File: config.mk
export PLATFORM = sky130hd
export DESIGN_NAME = elevator_call_scheduler
export DESIGN_NICKNAME = d
export VERILOG_FILES = /design/src/rtl/elevator_call_scheduler.sv
export SDC_FILE = /design/constraint.sdc
export NUM_CORES = 1
export LEC_CHECK = 0
export BUFFER_PORTS_ARGS = -buffer_cell sky130_fd_sc_hd__buf_2
export CORE_MARGIN = 8
export CORE_UTILIZATION = 51
export CTS_CLUSTER_DIAMETER = 40
export DETAILED_ROUTE_END_ITERATION = 12
export PLACE_DENSITY = 0.79
export SYNTH_ARGS = -nofsm -noshare
export SYNTH_HDL_FRONTEND = slang
export SYNTH_SLANG_ARGS = --single-unit
File: constraint.sdc
create_clock -name clk_i -period 3.62 [get_ports clk_i]
set_clock_uncertainty 0.2 [all_clocks]
set_input_delay 0.724 -clock clk_i [delete_from_list [all_inputs] [get_ports clk_i]]
set_output_delay 0.724 -clock clk_i [all_outputs]
set_load 0.03 [all_outputs]
File: src/rtl/elevator_call_scheduler.sv
// rtl/elevator_call_scheduler.sv - SCAN call scheduler for a five-floor car.
// Latches call buttons, clears served floors after a door dwell, and picks the next target floor.
module elevator_call_scheduler #(
  parameter int DOOR_HOLD = 4,
  parameter int CNT_W     = 3
) (
  input  logic       clk_i,
  input  logic       rst_i,
  input  logic [4:0] call_req_i,
  input  logic [2:0] current_floor_i,
  input  logic       door_open_i,
  output logic [2:0] target_floor_o,
  output logic       target_valid_o,
  output logic [4:0] pending_o,
  output logic [1:0] sweep_state_o
);

  typedef enum logic [1:0] {
    S_IDLE = 2'b00,
    S_UP   = 2'b01,
    S_DOWN = 2'b10
  } state_e;

  state_e             state_q, state_d;
  logic [4:0]         pending_q, pending_d;
  logic [2:0]         target_q, target_d;
  logic               valid_q, valid_d;
  logic [CNT_W-1:0]   cnt_q, cnt_d;
  logic [2:0]         prev_floor_q;

  logic               floor_ok;
  logic [2:0]         f_idx;
  logic [4:0]         floor_oh;
  logic [4:0]         ge_mask, le_mask;
  logic [4:0]         above, below;
  logic               cur_pend;
  logic               floor_changed;
  logic [CNT_W-1:0]   cnt_eff;
  logic               hold_done;
  logic               dwell_ok;
  logic [4:0]         clr_mask;

  function automatic logic [2:0] lowest_floor(input logic [4:0] m);
    logic [2:0] r;
    r = 3'd1;
    for (int i = 4; i >= 0; i--) begin
      if (m[i]) r = 3'(i + 1);
    end
    return r;
  endfunction

  function automatic logic [2:0] highest_floor(input logic [4:0] m);
    logic [2:0] r;
    r = 3'd1;
    for (int i = 0; i <= 4; i++) begin
      if (m[i]) r = 3'(i + 1);
    end
    return r;
  endfunction

  // Floor codes 0, 6 and 7 yield an all-zero one-hot, which disables both clear and steering.
  assign floor_ok = (current_floor_i >= 3'd1) && (current_floor_i <= 3'd5);
  assign f_idx    = current_floor_i - 3'd1;
  assign floor_oh = floor_ok ? (5'b00001 << f_idx) : 5'b00000;
  assign le_mask  = (floor_oh - 5'd1) | floor_oh;
  assign ge_mask  = ~(floor_oh - 5'd1);
  assign above    = pending_q & ge_mask;
  assign below    = pending_q & le_mask;
  assign cur_pend = |(pending_q & floor_oh);

  // Arriving at a new floor restarts the dwell from zero on this very edge.
  assign floor_changed = (current_floor_i != prev_floor_q);
  assign cnt_eff       = floor_changed ? '0 : cnt_q;
  assign hold_done     = (cnt_eff == CNT_W'(DOOR_HOLD - 1));
  assign dwell_ok      = floor_ok && door_open_i && cur_pend;
  assign clr_mask      = (dwell_ok && hold_done) ? floor_oh : 5'b00000;

  always_comb begin
    cnt_d = '0;
    if (dwell_ok && !hold_done) begin
      if (cnt_eff < CNT_W'(DOOR_HOLD)) cnt_d = cnt_eff + CNT_W'(1);
      else                             cnt_d = cnt_eff;
    end
  end

  assign pending_d = (pending_q & ~clr_mask) | call_req_i;

  always_comb begin
    state_d  = state_q;
    target_d = target_q;
    valid_d  = |pending_q;
    if (floor_ok) begin
      unique case (state_q)
        S_IDLE: begin
          if (pending_q != 5'b00000) begin
            if (above != 5'b00000) begin
              state_d  = S_UP;
              target_d = lowest_floor(above);
            end else begin
              state_d  = S_DOWN;
              target_d = highest_floor(below);
            end
          end
        end
        S_UP: begin
          if (above != 5'b00000) begin
            target_d = lowest_floor(above);
          end else if (below != 5'b00000) begin
            state_d  = S_DOWN;
            target_d = highest_floor(below);
          end else begin
            state_d = S_IDLE;
          end
        end
        S_DOWN: begin
          if (below != 5'b00000) begin
            target_d = highest_floor(below);
          end else if (above != 5'b00000) begin
            state_d  = S_UP;
            target_d = lowest_floor(above);
          end else begin
            state_d = S_IDLE;
          end
        end
        default: state_d = S_IDLE;
      endcase
    end
  end

  always_ff @(posedge clk_i) begin
    if (rst_i) begin
      state_q      <= S_IDLE;
      pending_q    <= 5'b00000;
      target_q     <= 3'b001;
      valid_q      <= 1'b0;
      cnt_q        <= '0;
      prev_floor_q <= 3'b000;
    end else begin
      state_q      <= state_d;
      pending_q    <= pending_d;
      target_q     <= target_d;
      valid_q      <= valid_d;
      cnt_q        <= cnt_d;
      prev_floor_q <= current_floor_i;
    end
  end

  assign target_floor_o = target_q;
  assign target_valid_o = valid_q;
  assign pending_o      = pending_q;
  assign sweep_state_o  = state_q;

endmodule

==> results.py, run 1 <==
metrics = {
    "synthesis": {
        "netlist_top_cells_count": "sky130_fd_sc_hd__nor2_1, sky130_fd_sc_hd__dfxtp_1, sky130_fd_sc_hd__nand2_1",
        "synth.cell_area_mm2": 0.001129,
        "yosys.cell_types.count": 38,
        "synth-seq-cells": 17,
        "synth-seq-area-share": 0.3016,
        "number_of_flops_mapped_to_enable_cells_by_yosys": 0,
        "synthesis.area_per_instance_um2": 8.004,
        "yosys_warnings": 0,
        "yosys.cell_count.top_type": "sky130_fd_sc_hd__nor2_1",
        "number_of_nets_produced_by_synthesis": 158,
        "synthTopCellsByArea": "sky130_fd_sc_hd__dfxtp_1, sky130_fd_sc_hd__ha_1, sky130_fd_sc_hd__nor2_1, sky130_fd_sc_hd__a211oi_1, sky130_fd_sc_hd__nand2b_1",
        "ys.flop_type": "sky130_fd_sc_hd__dfxtp_1",
        "synth_cells": 141,
        "postSynth.asyncResetShare": 0,
        "yosysTopAreaCellShare": 0.3016,
        "post-synth-top-area-cell": "sky130_fd_sc_hd__dfxtp_1",
    },
    "power": {
        "maximum_resistive_drop_on_vdd_uv": 243.7,
        "power.density_mw_per_mm2": 377.9,
        "total_leakage_power_uw": 0.0005586,
    },
    "clocking": {
        "cts_inserted_buffers": 3,
        "cts_setup_buffers": 0,
        "cts_num_sinks": 17,
        "cts_resized": 0,
        "cts_tree": "yes",
        "htree_num_levels": 1,
        "clock-root-buffer": "sky130_fd_sc_hd__clkbuf_4",
        "cts.hold.buffers_added": 0,
        "cts.path.max_buffers": 2,
        "worst_setup_hold_path_clk_slew_ns": 0.10,
        "clock_insertion_delay_worst_skew_ns": 0.29,
    },
    "global_routing": {
        "grt.overflow.total": 0,
        "pin_count_of_the_biggest_net_entering_global_routing": 17,
        "grt_use_total": 0.1342,
        "first_pass_grt_wire_length_um": 4512,
        "antenna_found_initial": 0,
        "first_global_vias": 987,
    },
    "drt": {
        "postRouteWirelength_um": 2633,
        "final_antenna_net_count": 0,
        "drcViolationCount": 0,
        "drt_iter0_markers": 46,
        "drt_pre_antenna_iters": 4,
        "num_vias": 1070,
        "route.detailed.wl_per_inst_um": 13.93,
        "vias_per_cell": 5.661,
    },
    "sta": {
        "timing.fmax_mhz": 323.9,
        "setup-tns-final_ns": 0,
        "final.min_clock_period_ns": 3.088,
        "worst_case_hold_slack_ns": 0.2626,
        "timing_max_transition_violations_final": 0,
        "layout_worst_path_cycle_share": 0.8529,
        "hold_viol": 0,
        "setup-violations-final": 0,
        "grt_setup_unrepaired": "no",
        "max_slew_margin": 0.4292,
        "post_route_setup_slack_ns": 0.5325,
        "timing_worst_slew_pin_value_ns": 0.8490,
    },
    "run_status": {
        "status": "finished clean",
    },
    "placement": {
        "gp_routability_congestion": 0.9390,
        "port_buffers": 21,
        "placed_area_mm2": 0.001227,
        "dpl.hpwl_um": 2020,
        "pre_cts_slack_ns": 0.2555,
    },
    "job": {
        "max-cap-violations": 0,
    },
    "die": {
        "die_extent_in_y_um": 63.04,
        "floorplan.die_area_mm2": 0.003974,
        "io_pins": 22,
        "initial_utilization": 0.5253,
        "chipWidth_um": 63.04,
        "core.rowCount": 17,
        "core_mm2": 0.002148,
    },
    "worst_setup_path": {
        "crit_path_max_incr_delay_ns": 0.49,
        "critical_path_startpoint_category": "input pin",
        "required_ns": 3.61,
        "reg2reg_setup_slack_ns": 1.48,
        "cp-end-kind": "flip-flop",
        "cp.arrival_ns": 3.08,
        "worst-path-stages": 10,
        "crit_chain": "buf_2, or3b_1, ha_1, nand3_1, ha_1, o22ai_1, o41ai_2, a21oi_4, nor2b_1, a211o_1",
        "cpMaxStageDelayCell": "sky130_fd_sc_hd__or3b_1",
        "r2r.worst_path.cells": 5,
        "critical-path-top-cell-by-count": "sky130_fd_sc_hd__ha_1",
        "worstSetupStartpoint": "current_floor_i[0]",
        "worst_r2r_endpoint": "target_floor_o[0]$_SDFFE_PP1P_",
        "crit_buf_inv": 1,
        "timing.critical_path.fanout_max": 10,
        "worstSetupPathType": "input pin to flip-flop",
        "critical-path-top-delay-family": "compound AO/OA/AOI/OAI gates",
        "crit-reg2reg-launch": "pending_o[1]$_SDFF_PP0_",
        "timing.critical_path.to": "target_floor_o[0]$_SDFFE_PP1P_",
    },
    "finish": {
        "design_area_mm2": 0.001254,
        "diodes": 0,
        "syn2layout_area_growth_pct": 11.09,
        "final_layout_size_suffix_gt1_frac": 0.1801,
        "final_nets": 179,
    },
    "worst_hold_path": {
        "class_of_the_worst_hold_path": "flip-flop to flip-flop",
    },
}
## flip-flops by register name, summed over array words and instances (netlist names)
name and flops:
cnt_q 3, pending_o 5, prev_floor_q 3, sweep_state_o 2, target_floor_o 3, target_valid_o 1
## worst register-to-register path, stage by stage (launching register included)
cell and delay [ns]:
sky130_fd_sc_hd__dfxtp_1 0.39, sky130_fd_sc_hd__nor3_1 0.28, sky130_fd_sc_hd__nand2_1 0.11, sky130_fd_sc_hd__o31ai_1 0.70
sky130_fd_sc_hd__a21oi_4 0.08, sky130_fd_sc_hd__a211o_1 0.29
## worst min-delay path by stage
| stage | startpoint | to | slack [ns] | cells after the start |
|---|---|---|---|---|
| after floorplan | cnt_q[1]$_SDFF_PP0_ | cnt_q[1]$_SDFF_PP0_ | 0.24 | 2 |
| after global placement | cnt_q[1]$_SDFF_PP0_ | cnt_q[1]$_SDFF_PP0_ | 0.25 | 2 |
| after detailed placement | cnt_q[1]$_SDFF_PP0_ | cnt_q[1]$_SDFF_PP0_ | 0.25 | 2 |
| after CTS | cnt_q[1]$_SDFF_PP0_ | cnt_q[1]$_SDFF_PP0_ | 0.27 | 2 |
| after global routing | target_floor_o[2]$_SDFFE_PP0P_ | target_floor_o[2]$_SDFFE_PP0P_ | 0.29 | 2 |
| final | cnt_q[1]$_SDFF_PP0_ | cnt_q[1]$_SDFF_PP0_ | 0.26 | 2 |
## area by class of cell
type                    instances  area (µm²)
repair buffers                 21       105.1
multi-input cells             110       713.2
well taps                      28       35.03
clock buffers                   4       26.28
flip-flops and latches         17       340.3
inverters                       9       33.78
fillers                       202       894.6
## layer usage
layer	global-route usage	part of all wire	vias up	routed length (µm)
met5	0	0	-	0
met4	0.05983	0.017	0	46
met3	0.03047	0.045	5	118
met2	0.2164	0.47	33	1244
met1	0.1643	0.46	496	1223
li1	-	-	536	-
## cells in the final DEF, fill, tap and decap left out, types with 2 or more instances in the layout
cell type                  synthesis  routed
sky130_fd_sc_hd__buf_2             0      21
sky130_fd_sc_hd__nor2_1           18      18
sky130_fd_sc_hd__dfxtp_1          17      17
sky130_fd_sc_hd__nand2_1          14      14
sky130_fd_sc_hd__inv_1             9       9
sky130_fd_sc_hd__nand2b_1          9       9
sky130_fd_sc_hd__a21oi_1           8       8
sky130_fd_sc_hd__a211oi_1          8       8
sky130_fd_sc_hd__nor2b_1           6       6
sky130_fd_sc_hd__ha_1              6       6
sky130_fd_sc_hd__o21ai_0           5       5
sky130_fd_sc_hd__nand3_1           4       4
sky130_fd_sc_hd__xor2_1            4       4
sky130_fd_sc_hd__clkbuf_4          0       3
sky130_fd_sc_hd__and2_1            2       2
sky130_fd_sc_hd__nor3_1            2       2
sky130_fd_sc_hd__mux2i_1           2       2
sky130_fd_sc_hd__a21boi_0          2       2
sky130_fd_sc_hd__nand3b_1          2       2
## per-stage QoR
step | power [µW] | util | instances
final | 473.8 | 0.5836 | 189
after global routing | 502.0 | 0.5836 | 189
after CTS | 474.4 | 0.5836 | 189
after detailed placement | 372.7 | 0.5713 | 185
after global placement | 368.4 | 0.5713 | 185
after floorplan | 336.1 | - | 141
## power by group
part	internal, µW	switching, µW	total (µW)	leakage [µW]
clock network	42.9	60.8	104	0.0000150
logic	55.9	97.7	154	0.000403
registers	202	14.5	217	0.000141
total	301	173	474	0.000559
## cell families (layout without fill, tap and decap cells)
logic type,after synthesis,count (layout),synth area share
simple gates,63,63,0.2827
compound gates,35,35,0.2339
flops,17,17,0.3016
buf+inv,14,34,0.06651
fa+ha+maj,6,6,0.06652
xor+xnor,4,4,0.03104
mux,2,2,0.01774
Power figures use the tool's default switching activity.
==> run 2, diff against run 1 <==
- BUFFER_PORTS_ARGS: -buffer_cell sky130_fd_sc_hd__buf_2 -> -buffer_cell sky130_fd_sc_hd__buf_4
- CORE_UTILIZATION: 51 -> 54
- PLACE_DENSITY: 0.79 -> 0.82
==> run 2 against run 1 <==
First-iteration DRC count down 30%. Largest cell class unchanged. Worst hold slack better by 0.0082 ns. Sequential power about the same. Non-clock buffer count unchanged. Register-to-register slack better by 0.06 ns. Cell count down 0.53%. Cell area up 4.2%.
==> results.py, run 2 (synthesis gave the netlist of run 1 again) <==
metrics = {
    "run_status": {
        "status": "finished clean",
    },
    "finish": {
        "syn2layout_area_growth_pct": 15.74,
        "diodes": 0,
        "commonest_non_fill_non_tap_cells_in_the_layout": "sky130_fd_sc_hd__buf_4, sky130_fd_sc_hd__nor2_1, sky130_fd_sc_hd__dfxtp_1",
        "final_nets": 179,
        "flip_flop_count_of_the_largest_register_after_layout": 5,
        "final_layout_size_suffix_gt1_frac": 0.1863,
        "most_common_cell_after_layout_fill_and_taps_aside": "sky130_fd_sc_hd__buf_4",
    },
    "sta": {
        "timing.fmax_mhz": 323.7,
        "setup-violations-final": 0,
        "post_route_setup_slack_ns": 0.5309,
        "grt_setup_unrepaired": "no",
        "layout_worst_path_cycle_share": 0.8533,
        "timing_max_transition_violations_final": 0,
        "final.min_clock_period_ns": 3.089,
        "setup-tns-final_ns": 0,
        "hold_viol": 0,
        "timing_worst_slew_pin_value_ns": 0.7540,
        "max_slew_margin": 0.4931,
    },
    "die": {
        "die_extent_in_y_um": 61.72,
        "chipWidth_um": 61.72,
        "floorplan.die_area_mm2": 0.003809,
        "core_mm2": 0.001962,
        "initial_utilization": 0.5753,
        "core.rowCount": 16,
        "io_pins": 22,
    },
    "worst_setup_path": {
        "crit_path_max_incr_delay_ns": 0.58,
        "worstSetupStartpoint": "current_floor_i[1]",
        "cp-end-kind": "flip-flop",
        "cpMaxStageDelayCell": "sky130_fd_sc_hd__o41ai_1",
        "critical-path-top-cell-by-count": "sky130_fd_sc_hd__ha_1",
        "r2r.worst_path.cells": 5,
        "crit_chain": "buf_4, or3b_1, ha_1, inv_1, ha_1, nand2b_1, nand2_1, o41ai_1, a21oi_4, a211o_1",
        "crit-reg2reg-launch": "pending_o[1]$_SDFF_PP0_",
        "critical_path_startpoint_category": "input pin",
        "cp.arrival_ns": 3.08,
        "reg2reg_setup_slack_ns": 1.54,
        "worst_r2r_endpoint": "target_floor_o[0]$_SDFFE_PP1P_",
        "worstSetupPathType": "input pin to flip-flop",
        "timing.critical_path.fanout_max": 9,
        "critical-path-top-delay-family": "compound AO/OA/AOI/OAI gates",
        "crit_buf_inv": 2,
        "required_ns": 3.61,
    },
    "worst_hold_path": {
        "class_of_the_worst_hold_path": "flip-flop to flip-flop",
        "holdPathEnd": "cnt_q[1]$_SDFF_PP0_",
        "hold_depth": 2,
        "hp-start": "cnt_q[1]$_SDFF_PP0_",
    },
    "clocking": {
        "clock_insertion_delay_worst_skew_ns": 0.29,
        "cts_setup_buffers": 0,
        "cts_tree": "yes",
        "cts_inserted_buffers": 3,
        "clock-root-buffer": "sky130_fd_sc_hd__clkbuf_4",
        "cts_resized": 0,
        "cts_num_sinks": 17,
        "worst_setup_hold_path_clk_slew_ns": 0.10,
        "htree_num_levels": 1,
        "cts.path.max_buffers": 2,
        "cts.hold.buffers_added": 0,
    },
    "placement": {
        "pre_cts_slack_ns": 0.2389,
        "dpl.hpwl_um": 2054,
        "port_buffers": 21,
        "gp_routability_congestion": 0.9706,
    },
    "global_routing": {
        "pin_count_of_the_biggest_net_entering_global_routing": 17,
        "antenna_found_initial": 0,
        "first_pass_grt_wire_length_um": 4298,
        "grt_use_total": 0.1479,
        "grt.overflow.total": 0,
        "first_global_vias": 1024,
    },
    "drt": {
        "drt_pre_antenna_iters": 5,
        "num_vias": 1049,
        "final_antenna_net_count": 0,
        "vias_per_cell": 5.580,
        "route.detailed.wl_per_inst_um": 13.72,
        "drcViolationCount": 0,
        "drt_iter0_markers": 32,
        "postRouteWirelength_um": 2580,
    },
    "power": {
        "maximum_resistive_drop_on_vdd_uv": 229.9,
        "power.density_mw_per_mm2": 369.0,
        "finalPower_uw": 482.1,
        "total_leakage_power_uw": 0.0005757,
    },
    "job": {
        "max-cap-violations": 0,
    },
}
run 2: cell count changes in the layout (fill, tap and decap cells not counted), sizes merged:
cell / before / now
clkbuf: 4 / 3
clkinv: 0 / 1
run 2: per-stage QoR:
stage	util	hold slack [ns]	instance area [µm²]	instances
final	0.6658	0.2707	1306	188
after global routing	0.6658	0.3118	1306	188
after CTS	0.6658	0.2735	1306	188
after detailed placement	0.6518	0.2589	1279	184
after global placement	0.6518	0.2488	1279	184
after floorplan	-	0.2361	1129	141
run 2: layout make-up:
class,count,area [µm²]
clock inverters,1,5.005
flip-flops and latches,17,340.3
inverters,9,33.78
multi-input cells,110,713.2
fillers,195,655.6
clock buffers,3,22.52
repair buffers,21,157.7
well taps,27,33.78
run 2: worst max-delay path by stage:
stage | slack (ns) | cells past startpoint | to
after global routing | 0.41 | 11 | target_floor_o[0]$_SDFFE_PP1P_
after detailed placement | 0.24 | 10 | target_floor_o[0]$_SDFFE_PP1P_
after CTS | 0.53 | 10 | target_floor_o[0]$_SDFFE_PP1P_
after floorplan | 0.49 | 11 | target_floor_o[0]$_SDFFE_PP1P_
after global placement | 0.35 | 10 | target_floor_o[0]$_SDFFE_PP1P_
final | 0.53 | 10 | target_floor_o[0]$_SDFFE_PP1P_
run 2: routing by layer:
metal / track usage / routed length (µm)
met4: 0.06494 / 36
met2: 0.2496 / 1242
met3: 0.03909 / 188
met1: 0.1704 / 1113
met5: 0 / 0
run 2: worst reg2reg max path: stages (launching register included):
cell,delay [ns]
sky130_fd_sc_hd__dfxtp_1,0.38
sky130_fd_sc_hd__nor3_1,0.28
sky130_fd_sc_hd__nand2_1,0.11
sky130_fd_sc_hd__o31ai_1,0.63
sky130_fd_sc_hd__a21oi_4,0.09
sky130_fd_sc_hd__a211o_1,0.29
run 2: report_power, final:
group	switching [µW]	internal [µW]	total [µW]	leakage [µW]
Combinational	97.0	66.0	163	0.000417
Clock	61.3	41.1	102	0.0000177
Sequential	14.6	202	217	0.000141
Total	173	309	482	0.000576
